--- src/rtl/stream_reverser.sv ---
// -----------------------------------------------------------------------------
// stream_reverser
//
// Purpose:
//   Valid/ready stream stage that applies a per-word bit permutation to
//   WIDTH-bit words. The permutation is chosen by in_mode when a word is
//   accepted, and the permuted result is what gets stored:
//     0: pass through
//     1: full bit reversal
//     2: group-order reversal (GROUP-bit groups, bit order kept)
//     3: bit reversal inside each GROUP-bit group
//   Words are held in an output register plus one skid register, so in_ready
//   comes from a flop and never combinationally from out_ready.
//
// Ports:
//   clk         rising-edge clock
//   reset       synchronous, active-high reset
//   in_valid    producer has a word
//   in_ready    block can take a word (registered)
//   in_data     input word
//   in_mode     permutation select, sampled with in_data
//   out_valid   output word valid
//   out_ready   consumer takes the word
//   out_data    permuted word
//   xfer_count  number of completed output transfers, wraps
//   out_parity  XOR of all bits of out_data (only with the macro below)
//
// Configuration:
//   STREAM_REVERSER_PARITY_EN  when defined, adds out_parity and its storage.
// -----------------------------------------------------------------------------
module stream_reverser #(
  parameter int WIDTH = 32,
  parameter int GROUP = 8,
  parameter int CNT_W = 16
) (
  input  logic             clk,
  input  logic             reset,
  input  logic             in_valid,
  output logic             in_ready,
  input  logic [WIDTH-1:0] in_data,
  input  logic [1:0]       in_mode,
  output logic             out_valid,
  input  logic             out_ready,
  output logic [WIDTH-1:0] out_data,
  output logic [CNT_W-1:0] xfer_count
`ifdef STREAM_REVERSER_PARITY_EN
  ,
  output logic             out_parity
`endif
);

  localparam int NGROUPS = WIDTH / GROUP;

  // Apply one of the four permutations to a word.
  function automatic logic [WIDTH-1:0] permute(input logic [WIDTH-1:0] data,
                                               input logic [1:0]       mode);
    logic [WIDTH-1:0] res;
    res = data;
    case (mode)
      2'd0: res = data;
      2'd1: begin
        for (int i = 0; i < WIDTH; i++) begin
          res[i] = data[WIDTH-1-i];
        end
      end
      2'd2: begin
        for (int k = 0; k < NGROUPS; k++) begin
          for (int j = 0; j < GROUP; j++) begin
            res[k*GROUP+j] = data[(NGROUPS-1-k)*GROUP+j];
          end
        end
      end
      2'd3: begin
        for (int k = 0; k < NGROUPS; k++) begin
          for (int j = 0; j < GROUP; j++) begin
            res[k*GROUP+j] = data[k*GROUP+GROUP-1-j];
          end
        end
      end
      default: res = data;
    endcase
    return res;
  endfunction

`ifdef STREAM_REVERSER_PARITY_EN
  // Even-parity bit of a word (XOR reduction).
  function automatic logic parity_of(input logic [WIDTH-1:0] data);
    return ^data;
  endfunction
`endif

  logic             oreg_valid_r;
  logic [WIDTH-1:0] oreg_data_r;
  logic             skid_valid_r;
  logic [WIDTH-1:0] skid_data_r;
  logic             in_ready_r;
  logic [CNT_W-1:0] cnt_r;

  logic             accept_s;
  logic             drain_s;
  logic             out_fire_s;
  logic [WIDTH-1:0] perm_s;
  logic             oreg_valid_n_s;
  logic             skid_valid_n_s;
  logic             load_oreg_skid_s;
  logic             load_oreg_in_s;
  logic             load_skid_in_s;

  assign accept_s   = in_valid & in_ready_r;
  // OREG can take a new word when it is empty or its word leaves this cycle.
  assign drain_s    = ~oreg_valid_r | out_ready;
  assign out_fire_s = oreg_valid_r & out_ready;
  assign perm_s     = permute(in_data, in_mode);

  // Decide where each word moves this cycle and the next occupancy.
  always_comb begin
    oreg_valid_n_s   = oreg_valid_r;
    skid_valid_n_s   = skid_valid_r;
    load_oreg_skid_s = 1'b0;
    load_oreg_in_s   = 1'b0;
    load_skid_in_s   = 1'b0;
    if (drain_s) begin
      if (skid_valid_r) begin
        // Oldest word is in SKID; it goes first to keep order.
        load_oreg_skid_s = 1'b1;
        load_skid_in_s   = accept_s;
        oreg_valid_n_s   = 1'b1;
        skid_valid_n_s   = accept_s;
      end else begin
        load_oreg_in_s   = accept_s;
        oreg_valid_n_s   = accept_s;
        skid_valid_n_s   = 1'b0;
      end
    end else begin
      // OREG stalled: an accepted word parks in SKID.
      load_skid_in_s = accept_s;
      oreg_valid_n_s = oreg_valid_r;
      skid_valid_n_s = skid_valid_r | accept_s;
    end
  end

  // Occupancy, ready flag and transfer counter.
  always_ff @(posedge clk) begin
    if (reset) begin
      oreg_valid_r <= 1'b0;
      skid_valid_r <= 1'b0;
      in_ready_r   <= 1'b0;
      cnt_r        <= {CNT_W{1'b0}};
    end else begin
      oreg_valid_r <= oreg_valid_n_s;
      skid_valid_r <= skid_valid_n_s;
      in_ready_r   <= ~skid_valid_n_s;
      if (out_fire_s) begin
        cnt_r <= cnt_r + CNT_W'(1);
      end else begin
        cnt_r <= cnt_r;
      end
    end
  end

  // Word storage for OREG and SKID.
  always_ff @(posedge clk) begin
    if (reset) begin
      oreg_data_r <= {WIDTH{1'b0}};
      skid_data_r <= {WIDTH{1'b0}};
    end else begin
      if (load_oreg_skid_s) begin
        oreg_data_r <= skid_data_r;
      end else if (load_oreg_in_s) begin
        oreg_data_r <= perm_s;
      end else begin
        oreg_data_r <= oreg_data_r;
      end
      if (load_skid_in_s) begin
        skid_data_r <= perm_s;
      end else begin
        skid_data_r <= skid_data_r;
      end
    end
  end

`ifdef STREAM_REVERSER_PARITY_EN
  logic oreg_par_r;
  logic skid_par_r;

  // Parity travels alongside its word through OREG and SKID.
  always_ff @(posedge clk) begin
    if (reset) begin
      oreg_par_r <= 1'b0;
      skid_par_r <= 1'b0;
    end else begin
      if (load_oreg_skid_s) begin
        oreg_par_r <= skid_par_r;
      end else if (load_oreg_in_s) begin
        oreg_par_r <= parity_of(perm_s);
      end else begin
        oreg_par_r <= oreg_par_r;
      end
      if (load_skid_in_s) begin
        skid_par_r <= parity_of(perm_s);
      end else begin
        skid_par_r <= skid_par_r;
      end
    end
  end

  assign out_parity = oreg_par_r;
`endif

  assign in_ready   = in_ready_r;
  assign out_valid  = oreg_valid_r;
  assign out_data   = oreg_data_r;
  assign xfer_count = cnt_r;

endmodule

--- config.mk ---
export PLATFORM = sky130hd
export DESIGN_NAME = stream_reverser
export DESIGN_NICKNAME = d
export VERILOG_FILES = /design/src/rtl/stream_reverser.sv
export SDC_FILE = /design/constraint.sdc
export NUM_CORES = 1
export LEC_CHECK = 0
export ABC_AREA = 1
export CORE_UTILIZATION = 35
export CTS_CLUSTER_SIZE = 20
export DETAILED_ROUTE_END_ITERATION = 8
export GPL_TIMING_DRIVEN = 0
export PLACE_DENSITY = 0.69
export SYNTH_ARGS = -nofsm -noshare
export SYNTH_HDL_FRONTEND = slang
export SYNTH_SLANG_ARGS = --single-unit
--- constraint.sdc ---
create_clock -name clk -period 1.8 [get_ports clk]
set_input_delay 0.36 -clock clk [delete_from_list [all_inputs] [get_ports clk]]
set_output_delay 0.36 -clock clk [all_outputs]
set_load 0.02 [all_outputs]
==> run_results.csv, run 1 <==
group,metric,value,unit
timing,max_slew_margin,65.0,%
worst_setup_path,worstPathMaxFanout,5,
clock_tree,ctsLongestPathBuffers,2,
global_routing,track_usage,20.4,%
finish,fillCellCount,1317,
synth,yosysSeqAreaShare,36.8,%
worst_setup_path,crit_slowest_cell,"clkdlybuf4s50_1",
die,dieWidth,116,um
timing,period_needed,1.74,ns
die,ioPinCount,88,
worst_setup_path,cpLargestDelayFamily,"buffers and inverters",
routing,wl_per_cell,13.1,um
synth,synth_commonest_cells,"nand2_1, nor2_1, dfxtp_1",
synth,synthCells,708,
finish,drive_gt1_share,9.90,%
global_routing,grt_pass1_vias,4363,
timing,fmax,0.575,GHz
global_routing,grt_busiest_layer,"met2",
power_and_ir_drop,power,4.55,mW
clock_tree,cts_buffers,9,
synth,synth.most_common_cell,"nand2_1",
die,die_h,116,um
synth,syn-num-nets,747,
global_routing,grtUsageMet3,4.81,%
finish,area_growth,30.1,%
synth,synth_edf_count,0,
worst_setup_path,regToRegSetupSlack,0.25,ns
power_and_ir_drop,seqPwrFrac,43.0,%
timing,hold_viol,0,
worst_setup_path,critical-path-max-stage-delay,0.63,ns
die,rows,41,
power_and_ir_drop,p_switching,1.25,mW
run_status,status,"finished clean",
synth,ys_seq_elements,83,
run,drv_cap,0,
worst_setup_path,worst-path-buf-inv,1,
power_and_ir_drop,p_per_area,773,nW/um2
min_path,whs_endpoint,"xfer_count[6]$_SDFFE_PP0P_",
clock_tree,clk_pin_slew_worst_paths,0.06,ns
timing,clock_skew,0.0106,ns
placed_design,dp_hpwl,9.71,mm
placed_design,port_buffers,86,
global_routing,grt_pass1_wl,21.0,mm
synth,ys.warnings.count,0,
worst_setup_path,reg2reg_depth,8,
synth,yosysTopAreaCell,"dfxtp_1",
worst_setup_path,path_cells,"clkdlybuf4s50_1",
timing,grt_setup_unrepaired,"no",
routing,post-route-drc-count,0,
synth,synth_flop_cell,"dfxtp_1",
power_and_ir_drop,switching_share,27.5,%
worst_setup_path,rr_endpoint,"xfer_count[14]$_SDFFE_PP0P_",
timing,slew_violations,0,
clock_tree,cts_tree,"done",
worst_setup_path,worstSetupEndpointType,"primary output",
synth,ys_types,27,
synth,synth_area,4520,um2
power_and_ir_drop,p_leak,2.82,nW
clock_tree,cts_hold_buf,0,
worst_setup_path,worstReg2RegStart,"xfer_count[1]$_SDFFE_PP0P_",
routing,wl,12.9,mm
die,die-area,13400,um2
global_routing,grt_overflow,0,
global_routing,use_met1,26.9,%
synth,netlist.area_leader.share,36.8,%
placed_design,place_congestion,0.913,
clock_tree,htree_levels,3,
clock_tree,clockRootBuffer,"clkbuf_16",
timing,fin_crit_sh,96.5,%
die,initial_core_util,35.8,%
min_path,hold_path.class,"in2reg",
worst_setup_path,required,1.44,ns
global_routing,grt_max_degree,14,
synth,yosys-top-cells-area,"dfxtp_1, nand2_1, nand3_1",
timing,setup_viol,0,
worst_setup_path,critPathKind,"reg2out",
power_and_ir_drop,p_int,3.30,mW
min_path,worstHoldStart,"reset",
worst_setup_path,worstPathArrival,1.38,ns
worst_setup_path,cp-start-kind,"flop",
routing,avgViaCountPerCell,4.87,
routing,drtIter0Drc,303,
routing,routed-via-count,4771,
routing,first_pass_iters,7,
synth,synth_async_sr_flop_share,0,%
global_routing,antenna_found_initial,0,
power_and_ir_drop,clock_power_share,39.5,%
timing,fin_hold_ws,0.326,ns
global_routing,use_met2,32.8,%
routing,antenna_left,0,
finish,nets,844,
clock_tree,cts.sinks,83,
die,fp.coreArea,12600,um2
power_and_ir_drop,peakVddDrop,0.410,mV
clock_tree,clock_latency,0.35,ns
power_and_ir_drop,pwr-share-comb,17.5,%
timing,worstMarginPinSlew,0.525,ns
synth,avgSynthCellArea,6.38,um2
finish,n_antenna_cell,0,
min_path,hold_depth,2,
-- power by group through the flow --
stage | Clock (mW) | Combinational [mW] | Sequential (mW)
floorplan | 0 | 0.360 | 2.07
global placement | 0 | 0.792 | 1.99
detailed placement | 0 | 0.794 | 1.99
CTS | 1.84 | 0.798 | 1.95
global route | 1.91 | 0.883 | 1.96
finish | 1.80 | 0.797 | 1.95
-- cell families (layout without fill, tap and decap cells) --
kind of cell	after synthesis	count (layout)	synth area share, %
compound gates	115	115	14.9
xor+xnor	1	1	0.194
fa+ha+maj	1	1	0.277
buf+inv	119	219	10.8
flops	83	83	36.8
simple gates	389	389	37.1
-- metrics by stage --
step	util (%)	cells	setup TNS [ns]	area, um2	worst slack [ns]
after floorplan	-	708	0	4520	0.325
after global placement	44.3	966	-9.50	5600	-0.201
after detailed placement	44.3	966	-9.17	5600	-0.223
after CTS	46.6	980	0	5880	0.0417
after global routing	46.6	980	0	5880	0.00595
final	46.6	980	0	5880	0.0622
-- how the worst max path moves through the flow --
stage	from	endpoint	slack (ns)	cells after the start
floorplan	xfer_count[1]$_SDFFE_PP0P_	xfer_count[14]$_SDFFE_PP0P_	0.33	8
global placement	out_ready	out_data[3]$_SDFFE_PP0P_	-0.20	7
CTS	xfer_count[9]$_SDFFE_PP0P_	xfer_count[9]	0.04	1
detailed placement	out_ready	out_data[7]$_SDFFE_PP0P_	-0.22	8
finish	xfer_count[8]$_SDFFE_PP0P_	xfer_count[8]	0.06	1
global route	xfer_count[11]$_SDFFE_PP0P_	xfer_count[11]	0.006	1
-- layout by cell type, fill, tap and decap left out, drive strengths merged --
cell type and n:
nand3 70, nand2 190, inv 79, o21ai 38
dfxtp 83, o21a 1, nand4 1, clkdlybuf4s50 85
o211ai 28, ha 1, clkbuf 23, nor2 89
a21oi 43, o211a 4, a21o 1, dlymetal6s2s 1
bufinv 1, clkinv 3, nor3b 2, or2 32
clkinvlp 1, and3 1, nand3b 1, buf 26
xor2 1, nor3 3
-- routing by layer --
layer	up-vias	part of all wire [%]
li1	2452	-
met1	2141	47
met2	165	45
met3	13	6.8
met4	0	1.3
met5	-	0
-- cell type report --
cell class	instances	area [um2]	share of cell area, %
flip-flops and latches	83	1660	28.3
inverters	79	297	5.04
well taps	172	215	3.66
clock inverters	5	56.3	0.957
multi-input cells	506	2370	40.3
repair buffers	86	863	14.7
plain buffers	40	191	3.26
clock buffers	9	225	3.83
-- flip-flops by register name, summed over array words and instances (netlist names) --
name	flops
out_valid	1
in_ready	1
xfer_count	16
out_data	32
skid_data_r	32
skid_valid_r	1
-- what timing repair did --
item | CTS | global route
setup buffers | 0 | 0
endpoints found under the setup margin | 0 | 10
resized for setup | 0 | 3
No activity file was read; power rests on OpenSTA's default activity.
==> run 2: changes to the inputs <==
--- a/config.mk
+++ b/config.mk
@@ -5,12 +5,12 @@
 export SDC_FILE = /design/constraint.sdc
 export NUM_CORES = 1
 export LEC_CHECK = 0
-export ABC_AREA = 1
+export ABC_AREA = 0
 export CORE_UTILIZATION = 35
 export CTS_CLUSTER_SIZE = 20
 export DETAILED_ROUTE_END_ITERATION = 8
 export GPL_TIMING_DRIVEN = 0
-export PLACE_DENSITY = 0.69
+export PLACE_DENSITY = 0.57
 export SYNTH_ARGS = -nofsm -noshare
 export SYNTH_HDL_FRONTEND = slang
 export SYNTH_SLANG_ARGS = --single-unit
==> run 2 against run 1 <==
Compared with the run above:
- the run now ends with design-rule violations left
- utilization increased by 1.7 points
- fmax shrank 0.61%
- global-route usage shrank 2.5 points
- register-to-register slack worse by 0.12 ns
- clock-buffer cell count up 2
- first-iteration DRC count is 49% lower
==> run_results.csv, run 2 <==
group,metric,value,unit
synth,synth_edf_count,0,
finish,n_antenna_cell,0,
routing,post-route-drc-count,6,
timing,clock_skew,0.00746,ns
worst_setup_path,startpoint,"xfer_count[12]$_SDFFE_PP0P_",
global_routing,antenna_found_initial,0,
worst_setup_path,rr_endpoint,"xfer_count[12]$_SDFFE_PP0P_",
timing,max_slew_margin,63.9,%
worst_setup_path,worst-path-buf-inv,1,
finish,instances_no_fill,702,
worst_setup_path,required,1.44,ns
routing,wl,11.0,mm
power_and_ir_drop,p_per_area,802,nW/um2
routing,highest_layer,"met4",
worst_setup_path,crit_slowest_cell,"clkdlybuf4s50_1",
worst_setup_path,worstReg2RegStart,"xfer_count[0]$_SDFFE_PP0P_",
global_routing,grt_pass1_wl,17.8,mm
timing,setup_viol,0,
routing,wl_met1,5.29,mm
worst_setup_path,worstSetupEndpointType,"primary output",
worst_setup_path,path_cells,"clkdlybuf4s50_1",
synth,avgSynthCellArea,9.26,um2
timing,fmax,0.572,GHz
routing,antenna_left,0,
global_routing,grt_overflow,0,
finish,nets,593,
timing,hold_viol,0,
worst_setup_path,reg2reg_depth,5,
synth,synth.most_common_cell,"dfxtp_1",
synth,synth_area,4230,um2
routing,wl_per_cell,15.6,um
finish,fillCellCount,1100,
synth,yosysTopAreaCell,"dfxtp_1",
routing,avgViaCountPerCell,5.07,
synth,ys_seq_elements,83,
run_status,status,"complete, but fails checks",
placed_design,dp_hpwl,8.04,mm
die,fp.coreArea,11600,um2
clock_tree,clock_latency,0.34,ns
timing,fin_setup_tns,0,ns
worst_setup_path,critPathKind,"reg2out",
clock_tree,cts.sinks,83,
routing,wl_met3,492,um
placed_design,placed_cells,685,
die,ioPinCount,88,
power_and_ir_drop,peakVddDrop,0.387,mV
synth,synth_flop_cell,"dfxtp_1",
routing,drtIter0Drc,156,
finish,finalInstanceArea,5610,um2
run,drv_cap,0,
placed_design,placed_cell_area,5260,um2
synth,synth_commonest_cells,"dfxtp_1, nand2_1, mux2i_1",
synth,synthCells,457,
worst_setup_path,cp-start-kind,"flop",
clock_tree,clockRootBuffer,"clkbuf_16",
worst_setup_path,worstPathMaxFanout,5,
placed_design,port_buffers,85,
die,dieWidth,112,um
finish,area_growth,32.5,%
timing,worstMarginPinSlew,0.542,ns
global_routing,grt_pass1_vias,3540,
synth,synth_async_sr_flop_share,0,%
global_routing,grt_max_degree,15,
worst_setup_path,cp.depth,1,
worst_setup_path,worstPathArrival,1.39,ns
synth,yosys-top-cells-area,"dfxtp_1, mux2i_1, a32o_1",
synth,ys.warnings.count,0,
synth,yosysSeqAreaShare,39.3,%
global_routing,track_usage,17.9,%
placed_design,place_congestion,0.804,
synth,ys_types,35,
die,die-area,12500,um2
timing,period_needed,1.75,ns
worst_setup_path,cpLargestDelayFamily,"buffers and inverters",
die,rows,39,
power_and_ir_drop,power,4.50,mW
timing,grt_setup_unrepaired,"no",
clock_tree,htree_levels,3,
finish,final_common_cell,"dfxtp_1",
min_path,hold_path.class,"reg2reg",
timing,slew_violations,0,
finish,drive_gt1_share,12.0,%
synth,syn-num-nets,496,
worst_setup_path,crit_end,"xfer_count[12]",
synth,netlist.area_leader.share,39.3,%
power_and_ir_drop,p_leak,2.12,nW
finish,final_cell_mix,"dfxtp_1, clkdlybuf4s50_1, nand2_1, mux2i_1, a32o_1",
clock_tree,cts_tree,"done",
timing,fin_crit_sh,97.1,%
clock_tree,clk_pin_slew_worst_paths,0.07,ns
clock_tree,ctsLongestPathBuffers,2,
die,die_h,112,um
die,initial_core_util,36.4,%
routing,wl_met2,5.01,mm
routing,routed-via-count,3556,
run_status,violations,"design-rule violations",
placed_design,post-place-ws,-0.653,ns
worst_setup_path,critical-path-max-stage-delay,0.63,ns
clock_tree,cts_buffers,9,
routing,first_pass_iters,6,
worst_setup_path,regToRegSetupSlack,0.13,ns
timing,setup_ws,0.0515,ns
[run 2: how the worst min path moves through the flow]
stage	end	slack [ns]	cells past startpoint	startpoint
floorplan	skid_data_r[21]$_SDFFE_PP0P_	0.43	2	skid_data_r[21]$_SDFFE_PP0P_
finish	skid_data_r[22]$_SDFFE_PP0P_	0.45	2	skid_data_r[22]$_SDFFE_PP0P_
CTS	skid_data_r[22]$_SDFFE_PP0P_	0.45	2	skid_data_r[22]$_SDFFE_PP0P_
detailed placement	skid_data_r[22]$_SDFFE_PP0P_	0.44	2	skid_data_r[22]$_SDFFE_PP0P_
global placement	skid_data_r[22]$_SDFFE_PP0P_	0.44	2	skid_data_r[22]$_SDFFE_PP0P_
global route	skid_data_r[30]$_SDFFE_PP0P_	0.47	2	skid_data_r[30]$_SDFFE_PP0P_
[run 2: per-layer routing]
layer | track usage [%] | vias up
met5 | 0 | -
met4 | 6.49 | 0
met3 | 2.72 | 14
met2 | 28.7 | 71
met1 | 24.2 | 1689
li1 | - | 1782
[run 2: cells by family (layout without fill, tap and decap cells)]
logic type	count (synthesis)	after routing	synth area share, %
fa+ha+maj	1	1	0.296
xor+xnor	9	9	1.86
mux	87	87	22.1
buf+inv	59	161	6.63
simple gates	151	151	17.2
compound gates	67	67	12.7
flops	83	83	39.3
[run 2: where the power goes]
group / switching, mW / internal [mW]
Sequential: 0.0367 / 1.90
Combinational: 0.338 / 0.342
Clock: 0.767 / 1.12
Total: 1.14 / 3.36
[run 2: layout make-up]
class	instances	area, um2	area share (%)
clock buffers	11	243	4.33
multi-input cells	315	2310	41.2
repair buffers	86	857	15.3
well taps	143	179	3.19
clock inverters	5	61.3	1.09
inverters	27	101	1.81
flip-flops and latches	83	1660	29.7
plain buffers	32	191	3.41
[run 2: through the flow]
| step | hold slack, ns | util (%) |
|---|---|---|
| 6_report | 0.448 | 48.3 |
| 5_1_grt | 0.473 | 48.3 |
| 2_1_floorplan | 0.431 | - |
| 4_1_cts | 0.450 | 48.1 |
| 3_5_place_dp | 0.442 | 45.3 |
| 3_3_place_gp | 0.437 | 45.3 |
[run 2: what timing repair did]
action,4_1_cts,5_1_grt
gates resized for setup,17,13
hold buffers,0,0
hold endpoints to repair,0,0
pin swaps,0,1
setup buffers,0,1
setup endpoints to repair,65,53
==> run 3: changes to the inputs <==
--- a/config.mk
+++ b/config.mk
@@ -7,7 +7,7 @@
 export LEC_CHECK = 0
 export ABC_AREA = 0
 export CORE_UTILIZATION = 35
-export CTS_CLUSTER_SIZE = 20
+export CTS_CLUSTER_SIZE = 8
 export DETAILED_ROUTE_END_ITERATION = 8
 export GPL_TIMING_DRIVEN = 0
 export PLACE_DENSITY = 0.57
==> results of run 3 <==
Final layout, timing and power as in run 2 (identical DEF).
==> edit 1, RTL diff (config.mk and constraints of run 2) <==
Change the parameter `WIDTH` from 32 to 16.
--- a/src/rtl/stream_reverser.sv
+++ b/src/rtl/stream_reverser.sv
@@ -29,7 +29,7 @@
 //   STREAM_REVERSER_PARITY_EN  when defined, adds out_parity and its storage.
 // -----------------------------------------------------------------------------
 module stream_reverser #(
-  parameter int WIDTH = 32,
+  parameter int WIDTH = 16,
   parameter int GROUP = 8,
   parameter int CNT_W = 16
 ) (
Interface: changed (resized in_data and out_data); port bits go from 88 to 56. No check against the original RTL was run, so the function may have changed too.
==> edit 1 against run 2 <==
Clock power decreased by 65%; design area is 40% lower; via count fell by 42%; non-clock buffer count is 48 lower; routed wire length down 45%; power down 51%; maximum frequency up 0.76%; count of clock-buffer cells in the layout fell by 5; highest routed layer unchanged; worst setup slack improved by 13 ps; die area fell by 39%; sequential cell count decreased by 32; global-route usage shrank 1.5 points; area after synthesis decreased by 39%.
==> edit 1: results (changes against run 2) <==
[place]
dpl.cell_count = 414  ; -40%
hpwl_microns = 4318  ; -46%
port_buffers = 53  ; -38%
gp_congestion = 0.7655  ; -4.8%

[synthesis]
synth_nets = 288  ; -42%
synthAdderAreaFrac_pct = 0.4861  ; +0.19 points
synth_common_cells = 51 x dfxtp_1, 35 x nor2_1, 27 x mux2_2
synth_compound_area_share_pct = 11.38  ; -1.3 points
synth-seq-area-share_pct = 39.67  ; +0.39 points
synth_cell_types = 35  ; unchanged
synthMuxAreaShare_pct = 22.70  ; +0.58 points
ys_top_cells_by_area = dfxtp_1 40%, mux2_2 12%, a32o_1 6.2%, mux2i_1 6.2%, nor2_1 5.1%
syn_inst = 265  ; -42%
async_reset_ff_share_pct = 0  ; unchanged
synth_xor_area_share_pct = 3.403  ; +1.5 points

[global_route]
antenna_found_initial = 0  ; unchanged
grt_busiest_layer = met2
use_met2_pct = 26.43  ; -2.3 points
track_usage_pct = 16.36  ; -1.5 points
grt_max_degree = 16  ; +1
grt_pass1_wl_microns = 9742  ; -45%
grt_pass1_vias = 2006  ; -43%
use_met1_pct = 21.69  ; -2.5 points
grt_use_met3_pct = 4.053  ; +1.3 points

[critical_path]
cp_slowest_cell = clkdlybuf4s50_1
cp-startpoint = xfer_count[3]
cp_max_fo = 6  ; +1
regToRegStartpoint = xfer_count[6]
max_stage_delay_ps = 640
cp_top_family = buffers and inverters
arrival_ps = 1380

[clocking]
clk_latency_ps = 300  ; -40 ps
cts_buffers = 5  ; -4
cts.clk_slew.worst_paths_ps = 90  ; +20 ps
htree_levels = 2  ; -1
cts.root.buffer_cell = clkbuf_8
clk_path_buf_depth = 2  ; unchanged

[final_layout]
num_antenna_cells = 0  ; unchanged
nNetsFinal = 350  ; -41%
fillers = 682  ; -38%
drive_above_1_share_pct = 19.82  ; +7.8 points
stdcell_count = 424  ; -40%

[power]
leakagePower_nw = 1.363  ; -36%
ir_drop_mv = 0.3172  ; -18%

[min_path]
worstHoldStart = out_data[7]
hp-class = register to register

[routing]
drt_iter0_drc = 92  ; -41%
first_pass_iters = 4  ; -2
wire_per_inst_microns = 14.29  ; -8.5%
routed-via-count = 2073  ; -42%

[timing]
worst_slew_pin_slew_ps = 428.7  ; -113.3 ps
clock-skew-final_ps = 3.859  ; -3.602 ps
final-hold-violation-count = 0  ; unchanged

[status]
status = finished clean

==> edit 1: changes by cell type after synthesis, moves of 16 or more <==
cell	delta
mux2_1	-27
a32o_1	-16
dfxtp_1	-32
nor2b_1	-20
nand2_1	-54
inv_1	-18
mux2i_1	-28
nor2_1	+19
==> edit 1: power breakdown <==
part / switching [mW] / internal (mW)
combinational: 0.182 / 0.205
sequential: 0.0199 / 1.16
clock: 0.381 / 0.273
total: 0.583 / 1.64
==> edit 1: routing by layer <==
layer	routed length (microns)	share of wire, %
met1	2946	49
met2	2730	45
met5	0	0
met4	51	0.84
met3	334	5.5
==> edit 1: area by class of cell <==
type                       count  area share (%)
buffer                        15           3.063
multi-input combinational    190           43.17
clock inverter                 2          0.3690
timing repair buffer          55           16.61
tap                           96           3.542
clock buffer                   6           2.140
inverter                       9          0.9963
sequential                    51           30.11
==> edit 1: stage by stage <==
step           cell area [sq um]  hold slack, ps  setup WS [ps]  util (%)  setup TNS [ps]
2_1_floorplan               2574           454.3          144.3         -               0
3_3_place_gp                3224           447.9         -518.5     46.43          -16760
3_5_place_dp                3224           454.1         -513.9     46.43          -17310
4_1_cts                     3371           476.4          17.00     48.54               0
5_1_grt                     3391           484.0          5.473     48.83               0
6_report                    3391           472.3          64.70     48.83               0
==> edit 1: path summary, 6_finish.rpt <==
kind                            depth (start not counted)        endpoint  slack (ps)
worst max-delay path                                    1   xfer_count[3]          60
worst max register to register                          4  xfer_count[11]         170
worst min register to register                          1     out_data[7]         470
worst min-delay path                                    1     out_data[7]         470
==> edit 1: worst register-to-register path: cells and delay by family (launching register included) <==
family | cells | cell delay [ps]
and+or+nand+nor | 3 | 980
DFF | 1 | 450
AOI/OAI and AO/OA | 1 | 140
==> edit 1: logic make-up after synthesis <==
logic type | count (synthesis)
muxes | 51
xor gates and xnor gates | 10
AOI/OAI and AO/OA | 35
DFF | 51
adders and majority gates | 1
and+or+nand+nor | 93
buffers and inverters | 24
==> edit 1: repair_timing <==
item	4_1_cts	5_1_grt
hold buffers	0	0
resized for setup	10	11
buffers inserted	2	0
pin swaps	1	0
endpoints found under the setup margin	29	41
hold endpoints to repair	0	0
==> edit 2, RTL diff (flow settings as in run 2) <==
Without the edit above. Put one more register stage on the output `xfer_count`, cleared by the reset. The value now appears one clock later. The other outputs are not delayed to match.
--- a/src/rtl/stream_reverser.sv
+++ b/src/rtl/stream_reverser.sv
@@ -210,7 +210,13 @@
   assign in_ready   = in_ready_r;
   assign out_valid  = oreg_valid_r;
   assign out_data   = oreg_data_r;
-  assign xfer_count = cnt_r;
+  always_ff @(posedge clk) begin
+    if (reset) begin
+      xfer_count <= '0;
+    end else begin
+      xfer_count <= cnt_r;
+    end
+  end
 
 endmodule
 
Formal check against the unedited RTL: not equivalent (a bounded check fails within 4 cycles, from zero or initial values and one cycle with reset high).
==> edit 2 against run 2 <==
Cell count grew 6.0%; sequential cell count grew 16; power grew 9.6%; global-route usage grew 0.69 points; design area grew 6.5%; area after synthesis grew 7.5%; routed wire length grew 4.8%; count of clock-buffer cells in the layout grew 2; worst setup slack gained 36 ps; non-clock buffer count shrank 2; die area grew 7.3%; critical path type unchanged; critical endpoint is now in_ready.
==> edit 2: results (changes against run 2) <==
[final_layout]
nNetsFinal = 606  ; +2.2%
drive_above_1_share_pct = 13.81  ; +1.8 points
clk_share_pct = 4.966  ; -0.46 points
n_all_buffers = 116  ; -1.7%
fillers = 1221  ; +11%
regArea_sq_um = 1983  ; +19%
seq_cells = 99  ; +19%

[timing]
whs_ps = 411.7  ; -36.70 ps
clock-skew-final_ps = 6.486  ; -0.9747 ps
slew_headroom_pct = 65.28  ; +1.4 points

[critical_path]
cp-startpoint = in_ready
timing.rr.end = cnt_r[15]
cp_max_fo = 3  ; -2
regToRegStartpoint = cnt_r[7]
arrival_ps = 1350  ; -40 ps
max_stage_delay_ps = 650  ; +20 ps

[status]
status = finished clean

[place]
post_dp_cell_area_sq_um = 5613  ; +6.7%
dpl.cell_count = 729  ; +6.4%
hpwl_microns = 8172  ; +1.7%

[routing]
wire_per_inst_microns = 15.45  ; -1.1%
viasPerCell = 4.923  ; -2.8%
first_pass_iters = 4  ; -2

[global_route]
grt_pass1_wl_microns = 18800  ; +5.8%
grt_max_degree = 16  ; +1

[min_path]
hp-class = primary input to register
whs_endpoint = cnt_r[1]
min_path_cells = 3  ; +1

[power]
ir_drop_mv = 0.5250  ; +36%
leakagePower_nw = 2.270  ; +7.2%
seq_power_share_pct = 46.4  ; +3.4 points

[synthesis]
synth_nets = 511  ; +3.0%
syn-mean-instance-area_sq_um = 9.633  ; +4.1%
ys_top_cells_by_area = dfxtp_1 44%, mux2i_1 9.7%, mux2_2 8.2%, nand2_1 6.2%, nor2b_1 5.1%
synth-seq-area-share_pct = 43.59  ; +4.3 points

[clocking]
post-cts-setup-buffers = 1  ; +1

[edit 2: changes by cell type after synthesis, sizes merged, moves of 3 or more]
cell and change:
nand2b -11, and4 +3, inv -3, nor2b +12, nand3 -3, o221ai +10
a21o -9, dfxtp +16, a21bo +10, a32o -10, xnor2 -3, xor2 +4
nand4 +3
[edit 2: logic make-up after synthesis]
family / after synthesis / share of synthesized area, %
adder cells (fa/ha/maj): 1 / 0.2751
AND/OR/NAND/NOR: 155 / 16.32
XOR/XNOR: 10 / 1.926
buffers and inverters: 56 / 5.559
AO/OA/AOI/OAI: 62 / 11.34
flip-flops: 99 / 43.59
multiplexers: 89 / 21.00
[edit 2: metal layers]
| layer | global-route usage [%] | vias to the layer above | part of all wire [%] |
|---|---|---|---|
| li1 | - | 1825 | - |
| met1 | 23.85 | 1745 | 48 |
| met2 | 30.08 | 82 | 45 |
| met3 | 4.498 | 11 | 5.3 |
| met4 | 6.923 | 0 | 1.5 |
| met5 | 0 | - | 0 |
